==> src/rtl/fwd_hazard_scoreboard.sv <==
// fwd_hazard_scoreboard
//   Operand-forwarding and load-use hazard unit that sits beside the ID/EX
//   register. It keeps a shadow pipeline of destination tags for the
//   instruction in EX (stage 0) and FWD_DEPTH downstream stages. From those
//   tags it produces:
//     - a forward-select code for each EX source operand
//       (0 = regfile, k = value from stage k, youngest producer wins);
//     - a load-use stall for the instruction currently in ID.
//
// Ports
//   clk               clock
//   rst               asynchronous active-high reset, clears all tags
//   adv_i             pipeline advances this cycle (0 = global freeze)
//   flush_i           squash the instruction entering EX (used when adv_i=1)
//   id_valid_i        ID holds a valid instruction
//   id_rd_i           ID destination register
//   id_we_i           ID instruction writes the regfile
//   id_is_load_i      ID instruction is a load
//   id_rs_i           ID sources, operand j at [j*REG_W +: REG_W]
//   ex_rs_i           EX sources, same packing
//   fwd_sel_o         per-operand select, operand j at [j*SW +: SW]
//   load_use_stall_o  freeze PC and IF/ID, insert bubble into EX
//
// Optional build macro FWD_PERF_CNT_EN adds two saturating 32-bit counters:
//   perf_stall_cnt_o  advancing cycles on which a load-use stall was applied
//   perf_fwd_cnt_o    sum of forwarded operands over advancing cycles
module fwd_hazard_scoreboard #(
  parameter int NUM_SRC    = 2,
  parameter int FWD_DEPTH  = 3,
  parameter int LOAD_STAGE = 2,
  parameter int REG_W      = 5,
  localparam int SW        = $clog2(FWD_DEPTH + 1)
) (
  input  logic                     clk,
  input  logic                     rst,
  input  logic                     adv_i,
  input  logic                     flush_i,
  input  logic                     id_valid_i,
  input  logic [REG_W-1:0]         id_rd_i,
  input  logic                     id_we_i,
  input  logic                     id_is_load_i,
  input  logic [NUM_SRC*REG_W-1:0] id_rs_i,
  input  logic [NUM_SRC*REG_W-1:0] ex_rs_i,
  output logic [NUM_SRC*SW-1:0]    fwd_sel_o,
  output logic                     load_use_stall_o
`ifdef FWD_PERF_CNT_EN
  ,
  output logic [31:0]              perf_stall_cnt_o,
  output logic [31:0]              perf_fwd_cnt_o
`endif
);

  // Tag fields, index 0 = instruction in EX, index k = k stages past EX.
  logic [FWD_DEPTH:0] tag_vld_q, tag_vld_d;
  logic [FWD_DEPTH:0] tag_we_q,  tag_we_d;
  logic [FWD_DEPTH:0] tag_ld_q,  tag_ld_d;
  logic [REG_W-1:0]   tag_rd_q [FWD_DEPTH+1];
  logic [REG_W-1:0]   tag_rd_d [FWD_DEPTH+1];

  logic [FWD_DEPTH:0] live;
  logic               stall;

  // The is_load flag is carried through every stage to keep the tag whole,
  // but only stages below LOAD_STAGE-1 feed the stall decision.
  logic unused_ld;
  assign unused_ld = ^tag_ld_q;

  // A stage can only forward if it really writes a nonzero register.
  always_comb begin
    live = '0;
    for (int k = 0; k <= FWD_DEPTH; k++) begin
      live[k] = tag_vld_q[k] && tag_we_q[k] && (tag_rd_q[k] != '0);
    end
  end

  // Scan oldest to youngest so the smallest matching stage index wins.
  // A live tag never has rd=0, so ex_rs=x0 can never match.
  always_comb begin
    fwd_sel_o = '0;
    for (int j = 0; j < NUM_SRC; j++) begin
      for (int k = FWD_DEPTH; k >= 1; k--) begin
        if (live[k] && (tag_rd_q[k] == ex_rs_i[j*REG_W +: REG_W])) begin
          fwd_sel_o[j*SW +: SW] = SW'(k);
        end
      end
    end
  end

  // A load at stage k < LOAD_STAGE-1 cannot have its data ready by the time
  // the dependent ID instruction reaches EX; with LOAD_STAGE=1 the loop is
  // empty and no stall is ever raised.
  always_comb begin
    stall = 1'b0;
    for (int k = 0; k < LOAD_STAGE - 1; k++) begin
      for (int j = 0; j < NUM_SRC; j++) begin
        if (live[k] && tag_ld_q[k] &&
            (tag_rd_q[k] == id_rs_i[j*REG_W +: REG_W])) begin
          stall = 1'b1;
        end
      end
    end
    stall = stall && id_valid_i;
  end

  assign load_use_stall_o = stall;

  // Shift on advance; a stall, flush or empty ID slot inserts one bubble.
  always_comb begin
    tag_vld_d = tag_vld_q;
    tag_we_d  = tag_we_q;
    tag_ld_d  = tag_ld_q;
    tag_rd_d  = tag_rd_q;
    if (adv_i) begin
      for (int k = 1; k <= FWD_DEPTH; k++) begin
        tag_vld_d[k] = tag_vld_q[k-1];
        tag_we_d[k]  = tag_we_q[k-1];
        tag_ld_d[k]  = tag_ld_q[k-1];
        tag_rd_d[k]  = tag_rd_q[k-1];
      end
      if (flush_i || stall || !id_valid_i) begin
        tag_vld_d[0] = 1'b0;
        tag_we_d[0]  = 1'b0;
        tag_ld_d[0]  = 1'b0;
        tag_rd_d[0]  = '0;
      end else begin
        tag_vld_d[0] = 1'b1;
        tag_we_d[0]  = id_we_i;
        tag_ld_d[0]  = id_is_load_i;
        tag_rd_d[0]  = id_rd_i;
      end
    end
  end

  always_ff @(posedge clk or posedge rst) begin
    if (rst) begin
      tag_vld_q <= '0;
      tag_we_q  <= '0;
      tag_ld_q  <= '0;
      for (int k = 0; k <= FWD_DEPTH; k++) begin
        tag_rd_q[k] <= '0;
      end
    end else begin
      tag_vld_q <= tag_vld_d;
      tag_we_q  <= tag_we_d;
      tag_ld_q  <= tag_ld_d;
      tag_rd_q  <= tag_rd_d;
    end
  end

`ifdef FWD_PERF_CNT_EN
  logic [31:0] perf_stall_cnt_q, perf_stall_cnt_d;
  logic [31:0] perf_fwd_cnt_q,   perf_fwd_cnt_d;
  logic [31:0] fwd_nz;

  function automatic logic [31:0] sat_add(input logic [31:0] a,
                                          input logic [31:0] b);
    logic [32:0] s;
    s = {1'b0, a} + {1'b0, b};
    return s[32] ? 32'hFFFF_FFFF : s[31:0];
  endfunction

  always_comb begin
    fwd_nz = '0;
    for (int j = 0; j < NUM_SRC; j++) begin
      if (fwd_sel_o[j*SW +: SW] != '0) begin
        fwd_nz = fwd_nz + 32'd1;
      end
    end
  end

  always_comb begin
    perf_stall_cnt_d = perf_stall_cnt_q;
    perf_fwd_cnt_d   = perf_fwd_cnt_q;
    if (adv_i) begin
      if (stall) begin
        perf_stall_cnt_d = sat_add(perf_stall_cnt_q, 32'd1);
      end
      perf_fwd_cnt_d = sat_add(perf_fwd_cnt_q, fwd_nz);
    end
  end

  always_ff @(posedge clk or posedge rst) begin
    if (rst) begin
      perf_stall_cnt_q <= '0;
      perf_fwd_cnt_q   <= '0;
    end else begin
      perf_stall_cnt_q <= perf_stall_cnt_d;
      perf_fwd_cnt_q   <= perf_fwd_cnt_d;
    end
  end

  assign perf_stall_cnt_o = perf_stall_cnt_q;
  assign perf_fwd_cnt_o   = perf_fwd_cnt_q;
`endif

endmodule

==> config.mk <==
export PLATFORM = sky130hd
export DESIGN_NAME = fwd_hazard_scoreboard
export DESIGN_NICKNAME = d
export VERILOG_FILES = /design/src/rtl/fwd_hazard_scoreboard.sv
export SDC_FILE = /design/constraint.sdc
export NUM_CORES = 1
export LEC_CHECK = 0
export BUFFER_PORTS_ARGS = -buffer_cell sky130_fd_sc_hd__buf_2
export CORE_UTILIZATION = 50
export DETAILED_ROUTE_END_ITERATION = 8
export HOLD_SLACK_MARGIN = 0.06
export PLACE_DENSITY_LB_ADDON = 0.15
export SLEW_MARGIN = 20
export SYNTH_ARGS = -nofsm -noshare
export SYNTH_HDL_FRONTEND = slang
export SYNTH_SLANG_ARGS = --single-unit
==> constraint.sdc <==
create_clock -name clk -period 2.45 [get_ports clk]
set_input_delay 0.49 -clock clk [delete_from_list [all_inputs] [get_ports clk]]
set_output_delay 0.49 -clock clk [all_outputs]
set_load 0.02 [all_outputs]
==> results.txt <==
----------------------------------------------------
[Status]
  Status ... finished clean

[Clock network]
  Clock insertion delay at the later pin of the skew report ... 0.32 ns
  Maximum buffer depth of the clock tree ... 2
  Number of buffers created by CTS ... 5
  Clk sinks ... 29
  Clk slew on worst S/H paths ... 0.08 ns
  Root buffer cell ... sky130_fd_sc_hd__clkbuf_4
  Clock tree from TritonCTS ... yes
  H-tree lvl count ... 2
  Hold buffers post-CTS ... 0

[Setup path]
  Reg2reg end ... tag_we_q[0]
  Crit. End Element ... output port
  Data required time of the critical path ... 1.96 ns
  Slowest cell on the critical path ... sky130_fd_sc_hd__dfrtp_1
  Worst flop-to-flop path startpoint ... tag_rd_q[17]
  CP bufs+invs ... 1
  Slack of the worst reg-to-reg path ... 0.84 ns
  Launch point of the worst path ... tag_rd_q[0]
  Worst Path Class, Setup ... register to output port
  Worst path top cell family by delay ... compound AO/OA/AOI/OAI gates
  Kind of start point of the critical path ... register
  Ordered cell list for the critical path ... or3_1 -> o311a_1 -> and4_1 -> o21a_1 -> buf_6
  Endpoint arrival time on the critical path ... 1.94 ns
  Largest fanout on the critical path ... 4
  Critical path's largest stage delay ... 0.42 ns
  Worst reg-to-reg path cell count ... 4

[Drt]
  Detailed Route WL ... 3660 µm
  Via count normalized by instance count ... 5.55
  Vias ... 1354
  Antenna violation net count after detailed routing ... 0
  Number of DRC violations after detailed routing ... 0
  DRC marker count from the first detailed-route iteration ... 67
  First drt pass iteration count ... 4
  Average wire per cell in the routed design ... 15.0 µm

[Place]
  Sum of net half-perimeters after detailed placement ... 2690 µm
  Number of I/O port buffers ... 36
  GPL Wtd Cong ... 0.871

[Synth]
  Per-instance average area after synthesis ... 11.1 µm²
  Post-synthesis instance total ... 154
  Count of different cell masters after synthesis ... 29
  Warnings from Yosys ... 0
  Flip-flop and latch count after synthesis ... 29
  Netlist Area Pre-Place ... 0.00171 mm²
  Synthesized netlist net count ... 186
  Post-synthesis sequential area ratio ... 42.4%

[Power and ir drop]
  Pleak ... 0.935 nW
  Post-route total power ... 0.00126 W
  Pwr Density ... 612 mW/mm²
  Peak VDD IR ... 370 µV

[Timing]
  Setup_tns ... 0 ns
  Slew Limit Fails ... 0
  Final period utilization ... 99.1%
  Setup repair after global routing missed its margin ... true
  Total setup violations reported at the end of the flow ... 0
  Endpoints failing hold ... 0
  Slew at the pin with the worst max-slew slack ... 0.467 ns
  Clock skew ... 0.00652 ns
  Highest clock frequency the design can meet ... 412 MHz
  Worst slew margin relative to its limit ... 68.8%
  Min cycle time layout ... 2.43 ns

[Cells and area]
  Leading cell types in the layout, fill and taps excluded ... 33 x sky130_fd_sc_hd__buf_2, 28 x sky130_fd_sc_hd__dfrtp_1, 24 x sky130_fd_sc_hd__xnor2_1
  Filler cell count ... 257
  Leading cell type in the layout, fill and taps excluded ... sky130_fd_sc_hd__buf_2
  Layout overhead on the synthesized area ... 20.3%
  Inserted Diodes ... 0
  Proportion of layout cells with a drive suffix above 1 ... 37.5%
  Layout Nets ... 232
  Share of the core filled with cells ... 65.2%

[Global routing]
  Global-route wire length before repair ... 5870 µm
  Vias in the first global route ... 1316
  Congestion Overflow GR ... 0
  Pin count of the biggest net entering global routing ... 30
  Number of antenna violations at the first check in global routing ... 0
  All-Layer GR Usage ... 22.6%

[Die]
  Std-Cell Rows ... 20
  Chip width ... 60.5 µm
  Area of the core region ... 0.00315 mm²
  Vertical die dimension ... 60.5 µm
  Effective utilization at floorplan ... 54.2%
  Die footprint ... 0.00366 mm²
  Number of top-level pins ... 37

[Min path]
  HP Class ... input pin to async pin

[Flow run]
  Count of max-cap constraint violations ... 0

----------------------------------------------------
==> tightest hold or removal path, delay by kind of cell <==
kind / cells / cell delay, ns
buf+inv: 3 / 0.46
==> how the worst max path moves through the flow <==
stage	end	slack (ns)	depth (start not counted)
global route	fwd_sel_o[3]	-0.06	5
global placement	fwd_sel_o[3]	0.38	5
CTS	fwd_sel_o[2]	0.02	5
finish	fwd_sel_o[3]	0.02	5
floorplan	fwd_sel_o[0]	0.30	4
detailed placement	fwd_sel_o[2]	0.32	5
==> synthesized netlist by cell type <==
cell | number | area (µm²)
sky130_fd_sc_hd__dfrtp_1 | 29 | 726
sky130_fd_sc_hd__o22ai_1 | 1 | 6.26
sky130_fd_sc_hd__clkbuf_1 | 1 | 3.75
sky130_fd_sc_hd__o21ai_1 | 3 | 15.0
sky130_fd_sc_hd__nor3_1 | 4 | 20.0
sky130_fd_sc_hd__a32oi_1 | 7 | 61.3
sky130_fd_sc_hd__o21a_1 | 2 | 15.0
sky130_fd_sc_hd__nor4_1 | 2 | 12.5
sky130_fd_sc_hd__nand4_1 | 4 | 25.0
sky130_fd_sc_hd__o311a_1 | 2 | 20.0
sky130_fd_sc_hd__nand2_1 | 10 | 37.5
sky130_fd_sc_hd__nand3_1 | 4 | 20.0
sky130_fd_sc_hd__and4_1 | 3 | 26.3
sky130_fd_sc_hd__o211ai_2 | 1 | 12.5
sky130_fd_sc_hd__or4_1 | 1 | 7.51
sky130_fd_sc_hd__or4_4 | 1 | 11.3
sky130_fd_sc_hd__xor2_1 | 16 | 140
sky130_fd_sc_hd__buf_1 | 2 | 7.51
sky130_fd_sc_hd__clkbuf_2 | 1 | 5.00
sky130_fd_sc_hd__or3_1 | 2 | 12.5
sky130_fd_sc_hd__o31ai_1 | 1 | 7.51
sky130_fd_sc_hd__xnor2_1 | 24 | 210
sky130_fd_sc_hd__a22oi_1 | 1 | 7.51
sky130_fd_sc_hd__nor2_1 | 1 | 3.75
sky130_fd_sc_hd__inv_1 | 2 | 7.51
sky130_fd_sc_hd__o21ai_4 | 1 | 16.3
sky130_fd_sc_hd__mux2_2 | 21 | 236
sky130_fd_sc_hd__nor2b_1 | 1 | 6.26
sky130_fd_sc_hd__o21ai_0 | 6 | 30.0
==> cells by family after synthesis <==
logic type             Yosys count  share of synthesized area, %
XOR/XNOR                        40                          20.5
AND/OR/NAND/NOR                 33                          10.7
flip-flops                      29                          42.4
AO/OA/AOI/OAI                   25                          11.2
multiplexers                    21                          13.8
buffers and inverters            6                          1.39
==> power by group <==
| group | total, W | internal (W) | leakage [nW] | switching (W) |
|---|---|---|---|---|
| combinational | 0.000332 | 0.000189 | 0.528 | 0.000143 |
| sequential | 0.000643 | 0.000551 | 0.375 | 0.0000925 |
| clock | 0.000284 | 0.000135 | 0.0314 | 0.000149 |
| total | 0.00126 | 0.000875 | 0.935 | 0.000384 |
==> metal layers <==
metal	vias to the layer above	global-route usage, %	share of wire (%)
li1	654	-	-
met3	9	5.12	4.0
met4	0	11.0	2.5
met1	651	26.1	42
met5	-	0	0
met2	40	39.7	51
==> sequential cells by signal, summed over array words and instances (netlist names) <==
| register | flops |
|---|---|
| tag_ld_q | 1 |
| tag_rd_q | 20 |
| tag_vld_q | 4 |
| tag_we_q | 4 |
==> final cells by class <==
cell class / instances / area [µm²] / area share (%)
Multi-Input combinational cell: 119 / 965 / 46.9
Inverter: 2 / 7.51 / 0.365
Clock buffer: 7 / 55.1 / 2.68
Sequential cell: 29 / 727 / 35.3
Timing Repair Buffer: 43 / 248 / 12.0
Tap cell: 44 / 55.1 / 2.68
==> timing repair <==
| action | 4_1_cts | 5_1_grt |
|---|---|---|
| hold endpoints to repair | 0 | 0 |
| resized for setup | 0 | 9 |
| buffers inserted | 3 | 1 |
| pin swaps | 0 | 6 |
| endpoints found under the setup margin | 3 | 4 |
==> metrics by stage <==
step / setup slack, ns / std cells / hold slack [ns] / instance area (µm²)
5_1_grt: -0.0595 / 244 / 0.252 / 2060
3_5_place_dp: 0.320 / 233 / 0.481 / 1950
6_report: 0.0219 / 244 / 0.219 / 2060
4_1_cts: 0.0187 / 243 / 0.216 / 2030
2_1_floorplan: 0.300 / 154 / 0.449 / 1710
3_3_place_gp: 0.383 / 233 / 0.468 / 1950
No activity file was read; power rests on OpenSTA's default activity.
